--- config.mk ---
export PLATFORM = sky130hd
export DESIGN_NAME = pipelined_adder_subtractor
export DESIGN_NICKNAME = d
export VERILOG_FILES = /design/src/rtl/pipelined_adder_subtractor.sv
export SDC_FILE = /design/constraint.sdc
export NUM_CORES = 1
export LEC_CHECK = 0
export CORE_ASPECT_RATIO = 1.5
export CORE_MARGIN = 1
export CORE_UTILIZATION = 25
export CTS_CLUSTER_DIAMETER = 30
export DETAILED_ROUTE_END_ITERATION = 16
export GPL_TIMING_DRIVEN = 0
export PLACE_DENSITY = 0.46
export SLEW_MARGIN = 20
export SYNTH_ARGS = -nofsm -noshare
export SYNTH_HDL_FRONTEND = slang
export SYNTH_SLANG_ARGS = --single-unit
--- constraint.sdc ---
create_clock -name clk -period 2.3 [get_ports clk]
set_input_delay 0.46 -clock clk [delete_from_list [all_inputs] [get_ports clk]]
set_output_delay 0.46 -clock clk [all_outputs]
set_load 0.01 [all_outputs]
--- src/rtl/pipelined_adder_subtractor.sv ---
// pipelined_adder_subtractor: WIDTH-bit add/sub, carry chain split over STAGES registered segments.
// Ports: clk, rst_n (async active-low); in_valid/in_ready, A, B, Op (0 add, 1 sub);
//        out_valid/out_ready, S result, C carry-out (sub: 1 = no borrow), V signed overflow, Z zero.
// Optional: define ADDSUB_SATURATE_EN to clamp S to signed max/min on overflow.
module pipelined_adder_subtractor #(
   parameter int WIDTH  = 16,
   parameter int STAGES = 4
) (
   input  logic             clk,
   input  logic             rst_n,
   input  logic             in_valid,
   output logic             in_ready,
   input  logic [WIDTH-1:0] A,
   input  logic [WIDTH-1:0] B,
   input  logic             Op,
   output logic             out_valid,
   input  logic             out_ready,
   output logic [WIDTH-1:0] S,
   output logic             C,
   output logic             V,
   output logic             Z
);
   localparam int SEG = WIDTH / STAGES;
   localparam int L   = STAGES - 1;
   generate
      if (WIDTH < 2 || STAGES < 1 || STAGES > WIDTH || (WIDTH % STAGES) != 0) begin : g_bad_cfg
         $error("pipelined_adder_subtractor: illegal WIDTH/STAGES combination");
      end
   endgenerate
   logic             vld    [STAGES];
   logic             vld_in [STAGES];
   logic             c_q    [STAGES];
   logic             c_in   [STAGES];
   logic             c_nx   [STAGES];
   logic [WIDTH-1:0] a_q    [STAGES];
   logic [WIDTH-1:0] b_q    [STAGES];
   logic [WIDTH-1:0] s_q    [STAGES];
   logic [WIDTH-1:0] a_in   [STAGES];
   logic [WIDTH-1:0] b_in   [STAGES];
   logic [WIDTH-1:0] s_in   [STAGES];
   logic [WIDTH-1:0] s_nx   [STAGES];
   logic [SEG:0]     seg    [STAGES];
   logic             adv;
   logic             v_nx;
   logic             v_q;
   logic             z_q;
   logic [WIDTH-1:0] s_fin;
   assign adv       = !vld[L] || out_ready;
   assign in_ready  = adv;
   assign out_valid = vld[L];
   assign S         = s_q[L];
   assign C         = c_q[L];
   assign V         = v_q;
   assign Z         = z_q;
   // B is inverted once at entry; the upper operand bits then ride along already conditioned.
   always_comb begin
      a_in[0]   = A;
      b_in[0]   = B ^ {WIDTH{Op}};
      s_in[0]   = '0;
      c_in[0]   = Op;
      vld_in[0] = in_valid;
      for (int k = 1; k < STAGES; k++) begin
         a_in[k]   = a_q[k-1];
         b_in[k]   = b_q[k-1];
         s_in[k]   = s_q[k-1];
         c_in[k]   = c_q[k-1];
         vld_in[k] = vld[k-1];
      end
      for (int k = 0; k < STAGES; k++) begin
         seg[k]                = {1'b0, a_in[k][k*SEG +: SEG]} + {1'b0, b_in[k][k*SEG +: SEG]} + {{SEG{1'b0}}, c_in[k]};
         s_nx[k]               = s_in[k];
         s_nx[k][k*SEG +: SEG] = seg[k][SEG-1:0];
         c_nx[k]               = seg[k][SEG];
      end
      // carry into the MSB is recovered from the MSB sum bit: s ^ a ^ b
      v_nx = s_nx[L][WIDTH-1] ^ a_in[L][WIDTH-1] ^ b_in[L][WIDTH-1] ^ c_nx[L];
`ifdef ADDSUB_SATURATE_EN
      // overflow always has the sign of A, so A's MSB picks the clamp direction
      s_fin = v_nx ? (a_in[L][WIDTH-1] ? {1'b1, {(WIDTH-1){1'b0}}} : {1'b0, {(WIDTH-1){1'b1}}}) : s_nx[L];
`else
      s_fin = s_nx[L];
`endif
   end
   always_ff @(posedge clk or negedge rst_n) begin
      if (!rst_n) begin
         for (int k = 0; k < STAGES; k++) begin
            vld[k] <= 1'b0;
            a_q[k] <= '0;
            b_q[k] <= '0;
            s_q[k] <= '0;
            c_q[k] <= 1'b0;
         end
         v_q <= 1'b0;
         z_q <= 1'b0;
      end else if (adv) begin
         for (int k = 0; k < STAGES; k++) begin
            vld[k] <= vld_in[k];
            a_q[k] <= a_in[k];
            b_q[k] <= b_in[k];
            s_q[k] <= (k == L) ? s_fin : s_nx[k];
            c_q[k] <= c_nx[k];
         end
         v_q <= v_nx;
         z_q <= (s_fin == '0);
      end
   end
endmodule
==> impl_metrics.ini <==
[floorplanning]
fp.dieW_um = 110
dieArea_um2 = 17900
design.portCount = 58
floorplan.initialDensity_pct = 25.7
die_height_um = 164
coreArea_um2 = 16900
fp-row-count = 58

[synthesis]
number_of_enable_flip_flop_cells_after_synthesis = 0
synthesis.yosys.warnings = 0
synth_instances = 465
synth_seq_cells = 98
synth.largest_area_cell = dfrtp_1
syn_area_per_cell_um2 = 9.35
syn-cell-area_um2 = 4350
yosys_most_used_dff = dfrtp_1
proportion_of_netlist_area_held_by_the_largest_area_contributor_pct = 56.4
synth_async_sr_flop_share_pct = 100
synth.yosys.seq_area_share_pct = 56.4
synth.net_count = 521
synthTopCellsByArea = dfrtp_1, nand2_1, ha_1
post_synth_num_cell_types = 31

[worst_setup_path]
endpoint_kind = output port
critPathMaxFanout = 6
r2r_setup_slack_ns = 0.25
crit_slowest_cell = clkdlybuf4s50_1
timing_worst_setup_path_type = input pin to output port
timing.reg2reg.worst_path_depth = 6
critPathArrivalTime_ns = 1.76
critPathMaxStageDelay_ns = 0.52
crit_required_ns = 1.84
critPathLaunchType = input pin
timing.critical_path.to = in_ready
timing.critical_path.max_delay_family = buffers and inverters
worst-path-buf-inv = 4
critPathLaunch = out_ready
most_frequent_cp_cell = clkdlybuf4s50_1
crit_path_cell_trace = clkdlybuf4s50_1 -> nor2b_1 -> clkbuf_4 -> inv_8 -> clkdlybuf4s50_1
r2r_start = c_in[0]$_DFFE_PN0P_
crit_cells = 5
crit-reg2reg-capture = V$_DFFE_PN0P_

[timing]
finalCriticalPeriod_ns = 2.22
timing.clock.skew_ns = 0.00760
hold-worst-slack_ns = 0.0304
finalHoldViolations = 0
setup_viol_count_final = 0
maxSlewHeadroom_pct = 58.2
worst_slew_pin_slew_ns = 0.627
unrepaired_setup_endpoints_after_global_routing = false
tns_ns = 0
slew_violations = 0
timing.final.crit_share_pct = 96.6
clock.fmax_ghz = 0.450

[clock_tree]
clk_pin_slew_ns = 0.07
cts_tree = yes
cts_hold_buffers = 0
clkLatencyLatePin_ns = 0.35
cts_num_sinks = 98
cts_made_buffers = 9
clock_tree_root_buffer_cell = clkbuf_16
cts.path.max_buffers = 2
cts_htree_levels = 3

[grt]
pin_count_of_the_biggest_net_entering_global_routing = 56
grt_use_total_pct = 12.2
grt.overflow.total = 0
first_global_vias = 3253
grt_pass1_wl_um = 16400
initial_antenna_violation_count = 0

[pwr]
power.density_cell_area_nw_per_um2 = 1310
irDropWorstVdd_mv = 0.368
power_leakage_nw = 2.66

[finish]
finished_layout_cells = 748
final_common_cell = nand2_1
fillers = 1789
flow.area_growth_from_synthesis_pct = 27.0
utilization_pct = 32.6
design.final.nets = 589
final_cell_mix = nand2_1, dfrtp_1, clkdlybuf4s50_1
number_of_antenna_cells_inserted = 0
seqCellArea_um2 = 2450
multiInputGateArea_um2 = 1760
drive_gt1_share_pct = 6.51

[drt]
total_routed_length_um = 9830
routedWlPerCell_um = 13.1
detailedRoute.firstIterationViolations = 103
drcViolationCount = 0
routed-via-count = 3149
detail-route-antenna-nets = 0
detailedRoute.firstPassIterationCount = 4
vias_per_cell = 4.21

[job]
max_cap_viol_count = 0

[placement]
placed_cells_incl_taps = 732
dp.final_hpwl_um = 7440
placement.io_buffers = 56
finalWeightedCongestion = 0.738

[run_status]
outcome = finished, final reports clean

[min_path]
type_of_the_worst_min_delay_path = input pin to async pin
==> final cells by class <==
class                           instances  share of cell area (%)
Sequential cell                        98                    44.4
Multi-Input combinational cell        336                    31.9
Timing Repair Buffer                   58                    10.8
Tap cell                              210                    4.76
Clock buffer                            9                    4.08
Buffer                                 22                    1.90
Clock inverter                          7                    1.47
Inverter                                8                   0.680
==> sequential cells by signal, indices dropped and copies added, names as in the netlist, 3 cells and up <==
| register | flops |
|---|---|
| s_in | 12 |
| vld | 3 |
| c_in | 3 |
| b_in | 24 |
| s_fin | 12 |
| S | 16 |
| a_in | 24 |
==> cells in the mapped netlist, drive strengths merged, types with 2 or more instances <==
library cell	count
fa	7
xor2	8
a21o	5
mux2	2
o31ai	2
ha	12
o21ai	24
inv	8
nor2b	3
and3	2
nand3	2
a31oi	2
nor4	3
clkbuf	10
nor2	11
xnor2	15
a21oi	13
dfrtp	98
nand2	218
buf	13
==> cells by family after synthesis <==
logic type               Yosys count  synth area share, %
AO/OA/AOI/OAI                     49                 6.71
XOR/XNOR                          23                 4.63
adder cells (fa/ha/maj)           19                 6.68
buffers and inverters             31                 3.14
flip-flops                        98                 56.4
multiplexers                       2                0.691
AND/OR/NAND/NOR                  243                 21.8
==> where the power goes <==
part	total (mW)	internal (mW)	switching [mW]
logic	2.74	1.25	1.49
registers	2.97	2.49	0.478
clock network	1.55	0.861	0.686
total	7.25	4.60	2.65
==> worst min path at each step <==
stage | from | to | depth (start not counted)
global route | rst_n | c_in[2]$_DFFE_PN0P_ | 1
CTS | rst_n | c_in[2]$_DFFE_PN0P_ | 1
detailed placement | rst_n | c_in[2]$_DFFE_PN0P_ | 1
floorplan | rst_n | C$_DFFE_PN0P_ | 0
finish | rst_n | c_in[2]$_DFFE_PN0P_ | 1
global placement | a_in[42]$_DFFE_PN0P_ | a_in[42]$_DFFE_PN0P_ | 2
==> per-stage QoR <==
stage	power, mW	instance area, µm²	setup slack (ns)
2_1_floorplan	4.68	4350	0.209
3_3_place_gp	5.68	5170	-2.97
3_5_place_dp	5.79	5200	-0.802
4_1_cts	7.36	5520	0.0294
5_1_grt	7.86	5520	0.00721
6_report	7.25	5520	0.0774
==> routing by layer <==
metal | part of all wire, % | up-vias | routed length (µm) | GRT usage (%)
li1 | - | 1608 | - | -
met1 | 43 | 1481 | 4200 | 14.2
met2 | 52 | 48 | 5150 | 21.5
met3 | 3.1 | 12 | 302 | 2.31
met4 | 1.8 | 0 | 180 | 5.09
met5 | 0 | - | 0 | 0
==> timing repair <==
action                                  CTS  global route
pin swaps                                 0             0
endpoints found under the setup margin    1             1
setup buffers                             1             0
gates resized for setup                   3             1
No activity file was read; power rests on OpenSTA's default activity.
